`src/rtl/fetch_ctrl.sv`:
```
// Instruction fetch controller: issues one word-aligned i-cache request at a time,
// pushes returned words into a DEPTH-word fetch buffer and handles pipeline redirects.
module fetch_ctrl #(
  parameter logic [31:0] RESET_PC = 32'h8000_0000,
  parameter int          DEPTH    = 4
) (
  input  logic                         clk,
  input  logic                         reset,
  input  logic                         redirect_i,
  input  logic [31:0]                  redirect_pc_i,
  input  logic                         pop_i,
  output logic                         icache_req_o,
  output logic [31:0]                  icache_addr_o,
  input  logic                         icache_ack_i,
  input  logic [31:0]                  icache_instr_i,
  output logic                         buf_push_o,
  output logic [31:0]                  buf_wdata_o,
  output logic [31:0]                  buf_pc_o,
  output logic                         buf_flush_o,
  output logic                         misalign_o,
  output logic [$clog2(DEPTH+1)-1:0]   count_o
);

  localparam int CW = $clog2(DEPTH + 1);
  localparam logic [CW-1:0] ONE     = CW'(1);
  localparam logic [CW-1:0] DEPTH_C = CW'(DEPTH);

  typedef enum logic [1:0] {IDLE, FETCH, FULL, DROP} state_t;

  state_t      state;
  logic [31:0] fetch_addr;
  logic [31:0] addr_inc;
  logic [31:0] redirect_word;
  logic        pop_eff;
  logic        ack_take;
  logic [CW-1:0] count_next;

  assign addr_inc      = fetch_addr + 32'd4;
  assign redirect_word = {redirect_pc_i[31:2], 2'b00};
  assign ack_take      = icache_req_o && icache_ack_i;
  assign pop_eff       = pop_i && (count_o != '0);

  // A response is only buffered when it belongs to the live fetch stream.
  assign buf_push_o  = (state == FETCH) && ack_take && !redirect_i;
  assign buf_wdata_o = buf_push_o ? icache_instr_i : '0;
  assign buf_pc_o    = buf_push_o ? fetch_addr : '0;
  // Gated by reset so the flush pulse cannot leak out while the block is held in reset.
  assign buf_flush_o = reset && redirect_i;

  always_comb begin
    // NOTE: default assignment first so every path drives count_next and no latch is inferred.
    count_next = count_o;
    if (redirect_i) begin
      count_next = '0;
    end else if (buf_push_o && !pop_eff) begin
      count_next = count_o + ONE;
    end else if (!buf_push_o && pop_eff) begin
      count_next = count_o - ONE;
    end
  end

  // NOTE: non-blocking assignments so every register samples the pre-edge values.
  always_ff @(posedge clk or negedge reset) begin
    if (!reset) begin
      state         <= IDLE;
      fetch_addr    <= RESET_PC;
      count_o       <= '0;
      misalign_o    <= 1'b0;
      icache_req_o  <= 1'b0;
      icache_addr_o <= '0;
    end else begin
      count_o <= count_next;
      if (redirect_i) begin
        fetch_addr <= redirect_word;
        misalign_o <= redirect_pc_i[1];
        if (((state == FETCH) || (state == DROP)) && !icache_ack_i) begin
          // The old request must still run to its ack; request and address hold.
          state <= DROP;
        end else begin
          state         <= FETCH;
          icache_req_o  <= 1'b1;
          icache_addr_o <= redirect_word;
        end
      end else begin
        case (state)
          IDLE: begin
            state         <= FETCH;
            icache_req_o  <= 1'b1;
            icache_addr_o <= fetch_addr;
          end
          FETCH: begin
            if (icache_ack_i) begin
              fetch_addr <= addr_inc;
              misalign_o <= 1'b0;
              if (count_next == DEPTH_C) begin
                state        <= FULL;
                icache_req_o <= 1'b0;
              end else begin
                icache_addr_o <= addr_inc;
              end
            end
          end
          FULL: begin
            if (count_next != DEPTH_C) begin
              state         <= FETCH;
              icache_req_o  <= 1'b1;
              icache_addr_o <= fetch_addr;
            end
          end
          DROP: begin
            if (icache_ack_i) begin
              state         <= FETCH;
              icache_addr_o <= fetch_addr;
            end
          end
          default: state <= IDLE;
        endcase
      end
    end
  end

endmodule

```
`config.mk`:
```
export PLATFORM = sky130hd
export DESIGN_NAME = fetch_ctrl
export DESIGN_NICKNAME = d
export VERILOG_FILES = /design/src/rtl/fetch_ctrl.sv
export SDC_FILE = /design/constraint.sdc
export NUM_CORES = 1
export LEC_CHECK = 0
export ABC_AREA = 1
export BUFFER_PORTS_ARGS = -buffer_cell sky130_fd_sc_hd__buf_4
export CAP_MARGIN = 0
export CORE_UTILIZATION = 50
export DETAILED_ROUTE_END_ITERATION = 8
export HOLD_SLACK_MARGIN = 0.02
export PLACE_DENSITY_LB_ADDON = 0.3
export SETUP_SLACK_MARGIN = 0.4
export SLEW_MARGIN = 20
export SYNTH_ARGS = -nofsm -noshare
export SYNTH_HDL_FRONTEND = slang
export SYNTH_SLANG_ARGS = --single-unit
export TNS_END_PERCENT = 100
```
`constraint.sdc`:
```
create_clock -name clk -period 4.1 [get_ports clk]
set_input_delay 1.025 -clock clk [delete_from_list [all_inputs] [get_ports clk]]
set_output_delay 1.025 -clock clk [all_outputs]
set_load 0.02 [all_outputs]
```
==> results of run 1 <==
[power groups by stage]
stage	clock (mW)	sequential, mW	combinational [mW]
2_1_floorplan	0	1.26	1.03
3_3_place_gp	0	1.11	1.87
3_5_place_dp	0	1.12	1.92
4_1_cts	0.568	1.11	1.93
5_1_grt	0.594	1.14	2.12
6_report	0.562	1.11	1.93
[registers in the layout, summed over array words and instances, names as in the netlist]
register,count
count_o,3
icache_addr_o,31
state,2
icache_req_o,1
fetch_addr,30
misalign_o,1
[cell type report]
cell class	count	area share (%)
multi-input combinational	537	39.98
sequential	68	26.78
timing repair buffer	178	21.01
inverter	113	6.669
tap	129	2.538
clock buffer	10	2.007
clock inverter	6	1.023
[cell usage in the layout, fill, tap and decap left out, types with 2 or more instances in the layout]
master / count
nand3_2: 3
inv_1: 104
clkbuf_8: 9
nand4_1: 36
buf_4: 178
clkinv_2: 2
xnor2_1: 2
clkinv_1: 2
nor2_2: 2
o221ai_1: 22
nand2_1: 248
inv_2: 7
nor2_1: 120
xor2_1: 22
ha_1: 4
clkinv_4: 2
dfrtp_1: 67
o21ai_0: 20
a31oi_1: 8
o211ai_1: 7
nand3_1: 33
conb_1: 2
[how the worst max path moves through the flow]
stage,startpoint,to,cells past startpoint
3_5_place_dp,redirect_i,icache_addr_o[18],11
3_3_place_gp,redirect_i,icache_addr_o[1],11
5_1_grt,redirect_i,icache_addr_o[17],11
4_1_cts,redirect_i,buf_pc_o[31],6
6_report,redirect_i,buf_pc_o[31],6
2_1_floorplan,icache_ack_i,buf_pc_o[10],6
[layer usage]
metal | share of wire (%) | global-route usage, %
met1 | 44 | 44.49
met2 | 46 | 52.69
met3 | 8.1 | 5.292
met4 | 2.2 | 11.04
met5 | 0 | 0
[critical path: stages]
cell     delay, ps
buf_4          270
inv_2          100
nand3_2         90
buf_4          380
nor2_1         140
buf_4          190
[logic make-up after synthesis]
kind of cell / synth area share [%]
AOI/OAI and AO/OA: 8.767
buffers and inverters: 12.44
xor gates and xnor gates: 4.344
and+or+nand+nor: 38.14
adders and majority gates: 1.034
other: 0.07751
DFF: 35.20
[stage by stage]
stage                     setup WS, ps  hold slack (ps)
final                            859.0            477.0
after floorplan                   1195            488.4
after CTS                        870.0            481.1
after detailed placement         541.8            461.7
after global routing             608.1            495.6
after global placement           715.2            458.0
==> results_dict.tcl, run 1 <==
set metrics [dict create \
    clk_latency_ps 360 \
    wl_per_cell_um 15.35 \
    status "finished clean" \
    tightestPinTransition_ps 908.1 \
    netlist_instances 755 \
    seq_area_um2 1703 \
    synthTopCellsByArea "dfrtp_1 (35%), nand2_1 (19%), nor2_1 (9.3%)" \
    startpoint_type "primary input" \
    rows 35 \
    yosys_warnings 0 \
    cts_hold_buffers 0 \
    antenna_found_initial 0 \
    yosys.cell_count.top_type "nand2_1" \
    irDropWorstVdd_mv 0.3380 \
    finalPower_mw 3.607 \
    grt_max_degree 69 \
    min_path_cells 2 \
    die_w_um 100.4 \
    finalCritPeriodShare_pct 79.05 \
    p_int_mw 1.889 \
    place_area_um2 6167 \
    clockBufferDepth 2 \
    cts_tree "yes" \
    grt_pass1_wl_um 25190 \
    async_flop_share_pct 100.0 \
    drive_gt1_share_pct 22.81 \
    hold_viol 0 \
    final.setup_skew_ps 14.36 \
    ant_nets 0 \
    p_clk_share_pct 15.6 \
    io_pins 172 \
    min_from "icache_addr_o[21]" \
    syn_area_um2 4838 \
    avgSynthCellArea_um2 6.408 \
    rsz0062_at_grt "no" \
    cp-end-kind "primary output" \
    first_global_vias 5047 \
    maxSlewHeadroom_pct 39.46 \
    post-cts-setup-buffers 0 \
    finish.instance_area_um2 6360 \
    netlist.area_leader.share_pct 34.65 \
    seqPwrFrac_pct 30.8 \
    reg2reg_depth 12 \
    hold-path-endpoint "icache_addr_o[21]" \
    rr_startpoint "state[0]" \
    nets 980 \
    path_class "in -> out" \
    ctsHtreeMaxLevel 3 \
    synth-seq-cells 68 \
    cp.arrival_ps 2220 \
    crit_path_max_fanout 43 \
    hp-class "reg -> reg" \
    grt-ovfl-total 0 \
    place.gp.congestion 0.9798 \
    core_um2 9328 \
    period_needed_ps 3241 \
    cts_root_buf "clkbuf_8" \
    p_sw_mw 1.719 \
    first_iter_violations 374 \
    numPortBuffers 168 \
    clock.fmax_ghz 0.3085 \
    fin_util_pct 68.18 \
    stdcell_count 1041 \
    routed_wirelength_um 15980 \
    synth.top_cells.by_count "nand2_1 (248), nor2_1 (120), inv_1 (104), dfrtp_1 (67), nand4_1 (36)" \
    syn2layout_area_growth_pct 31.45 \
    pwr-share-comb_pct 53.6 \
    cts_buffers 9 \
    dp_hpwl_um 12170 \
    rr_endpoint "icache_addr_o[17]" \
    dominantRegCellSynth "dfrtp_1" \
    total_leakage_power_nw 3.547 \
    synth_edf_count 0 \
    vias 5492 \
    multi_input_area_um2 2542 \
    rrSetupSlack_ps 1300 \
    n_fill_cell 860 \
    drt-pass1-iter-count 7 \
    diodes 0 \
    slew_viol_final 0 \
    cts_resized 0 \
    synth_area_leader_cell "dfrtp_1" \
    start_util_pct 51.87 \
    dp.cells 1025 \
    ys_seq_area_share_pct 35.20 \
    grtUsageTotal_pct 32.59 \
    switching_share_pct 47.65 \
    ys_types 31 \
    required_ps 3070 \
    die_area_um2 10070 \
    cap_violations 0 \
    clkSlewWorstSetupHoldPaths_ps 80 \
    final.setup.tns_ps 0 \
    cts.sinks 68 \
    vias_per_cell 5.276 \
    powerDensity_nw_per_um2 567.2 \
    die_y_um 100.4 \
    post-route-drc-count 0 \
    final-setup-viol-count 0 \
]
(Power assumes the default switching activity.)
==> run 2: changes to the inputs <==
==> constraint.sdc (replaced) <==
create_clock -name clk -period 3.4 [get_ports clk]
set_input_delay 0.85 -clock clk [delete_from_list [all_inputs] [get_ports clk]]
set_output_delay 0.85 -clock clk [all_outputs]
set_load 0.02 [all_outputs]
==> results_dict.tcl, run 2 (synthesized netlist as in run 1, its figures left out) <==
set metrics [dict create \
    n_fill_cell 852 \
    first_iter_violations 358 \
    dp.cells 1028 \
    die_w_um 100.4 \
    cts_root_buf "clkbuf_8" \
    final-setup-viol-count 0 \
    rsz0062_at_grt "no" \
    cts_tree "yes" \
    tightestPinTransition_ps 914.1 \
    most-common-layout-cells "nand2_1 (248), buf_4 (180), nor2_1 (120)" \
    crit_path_max_fanout 38 \
    routed_wirelength_um 16130 \
    rows 35 \
    clkSlewWorstSetupHoldPaths_ps 80 \
    irDropWorstVdd_mv 0.4541 \
    max_stage_delay_ps 280 \
    status "finished clean" \
    drt-pass1-iter-count 5 \
    top_regs "icache_addr_o x31, fetch_addr x30, count_o x3" \
    total_leakage_power_nw 3.573 \
    vias_per_cell 5.268 \
    powerDensity_nw_per_um2 696.5 \
    cap_violations 0 \
    nets 983 \
    crit_path_top_delay_cell "buf_6" \
    cp-end-kind "primary output" \
    use_met1_pct 44.00 \
    multi_input_area_um2 2542 \
    largest_reg_flops 31 \
    die_area_um2 10070 \
    dp_hpwl_um 12350 \
    stdcell_count 1044 \
    grt-ovfl-total 0 \
    hp-class "reg -> reg" \
    wl_per_cell_um 15.45 \
    grtUsageMet3_pct 6.476 \
    vias 5500 \
    final_common_cell "nand2_1" \
    finalCritPeriodShare_pct 83.52 \
    antenna_found_initial 0 \
    startpoint_type "primary input" \
    syn2layout_area_growth_pct 32.58 \
    grt-busiest-layer "met2" \
    cts_buffers 9 \
    ant_nets 0 \
    hold_viol 0 \
    cp.arrival_ps 1990 \
    maxSlewHeadroom_pct 39.06 \
    numPortBuffers 168 \
    grtUsageMet2_pct 52.58 \
    clock.fmax_ghz 0.3522 \
    clockBufferDepth 2 \
    cp_cell_sequence "buf_4 > inv_2 > nand3_2 > buf_6 > nor2_1 > buf_4" \
    slew_viol_final 0 \
    path_class "in -> out" \
    core_um2 9328 \
    grt_max_degree 69 \
    crit_path_frequent_cell "buf_4" \
    cts_hold_buffers 0 \
    place.gp.congestion 0.9770 \
    cts.sinks 68 \
    die_y_um 100.4 \
    diodes 0 \
    finalPower_mw 4.468 \
    required_ps 2550 \
    final.setup_skew_ps 9.709 \
    clk_latency_ps 360 \
    post-route-drc-count 0 \
    ctsHtreeMaxLevel 3 \
    grtUsageTotal_pct 32.85 \
    final.setup.tns_ps 0 \
    drive_gt1_share_pct 23.17 \
    top_register "icache_addr_o" \
    first_global_vias 5186 \
    grt_pass1_wl_um 25460 \
    seq_area_um2 1703 \
    io_pins 172 \
    start_util_pct 51.87 \
    period_needed_ps 2840 \
]
## run 2: what timing repair did
action | 4_1_cts | 5_1_grt
gates resized for setup | 0 | 1
setup buffers | 0 | 0
endpoints found under the setup margin | 0 | 1
## run 2: cell type report
| class | instances | share of cell area [%] |
|---|---|---|
| Tap cell | 129 | 2.516 |
| Sequential cell | 68 | 26.55 |
| Multi-Input combinational cell | 537 | 39.63 |
| Clock buffer | 9 | 1.931 |
| Clock inverter | 7 | 1.521 |
| Timing Repair Buffer | 181 | 21.24 |
| Inverter | 113 | 6.612 |
## run 2: critical path, delay by kind of cell
kind	cells	cell delay, ps
buffers and inverters	4	860
and+or+nand+nor	2	260
## run 2: final timing paths
kind | startpoint | cells after the start | slack, ps | end
min in group asynchronous | reset | 2 | 740 | icache_addr_o[26]
min | icache_addr_o[12] | 2 | 480 | icache_addr_o[12]
max | redirect_i | 6 | 560 | buf_pc_o[31]
max in group asynchronous | reset | 2 | 2040 | fetch_addr[17]
min reg2reg | icache_addr_o[12] | 2 | 480 | icache_addr_o[12]
max reg2reg | state[0] | 9 | 790 | icache_addr_o[20]
## run 2: layer usage
layer,wire (um),up-vias
met4,397,0
met3,1398,32
met5,0,-
met2,7410,266
met1,6923,2520
li1,-,2682
## run 2: power by group
| group | leakage (nW) | switching (mW) | total [mW] | internal, mW |
|---|---|---|---|---|
| Combinational | 2.65 | 1.51 | 2.37 | 0.860 |
| Clock | 0.106 | 0.347 | 0.763 | 0.416 |
| Sequential | 0.813 | 0.240 | 1.33 | 1.09 |
## run 2: metrics by stage
step	hold WS, ps	setup WS (ps)	instance area, um2	util [%]
after floorplan	488.4	845.0	4842	-
after global placement	458.7	495.0	6190	66.36
after detailed placement	461.8	356.5	6190	66.36
after CTS	482.8	478.5	6411	68.73
after global routing	496.6	489.6	6415	68.77
final	478.7	560.3	6415	68.77
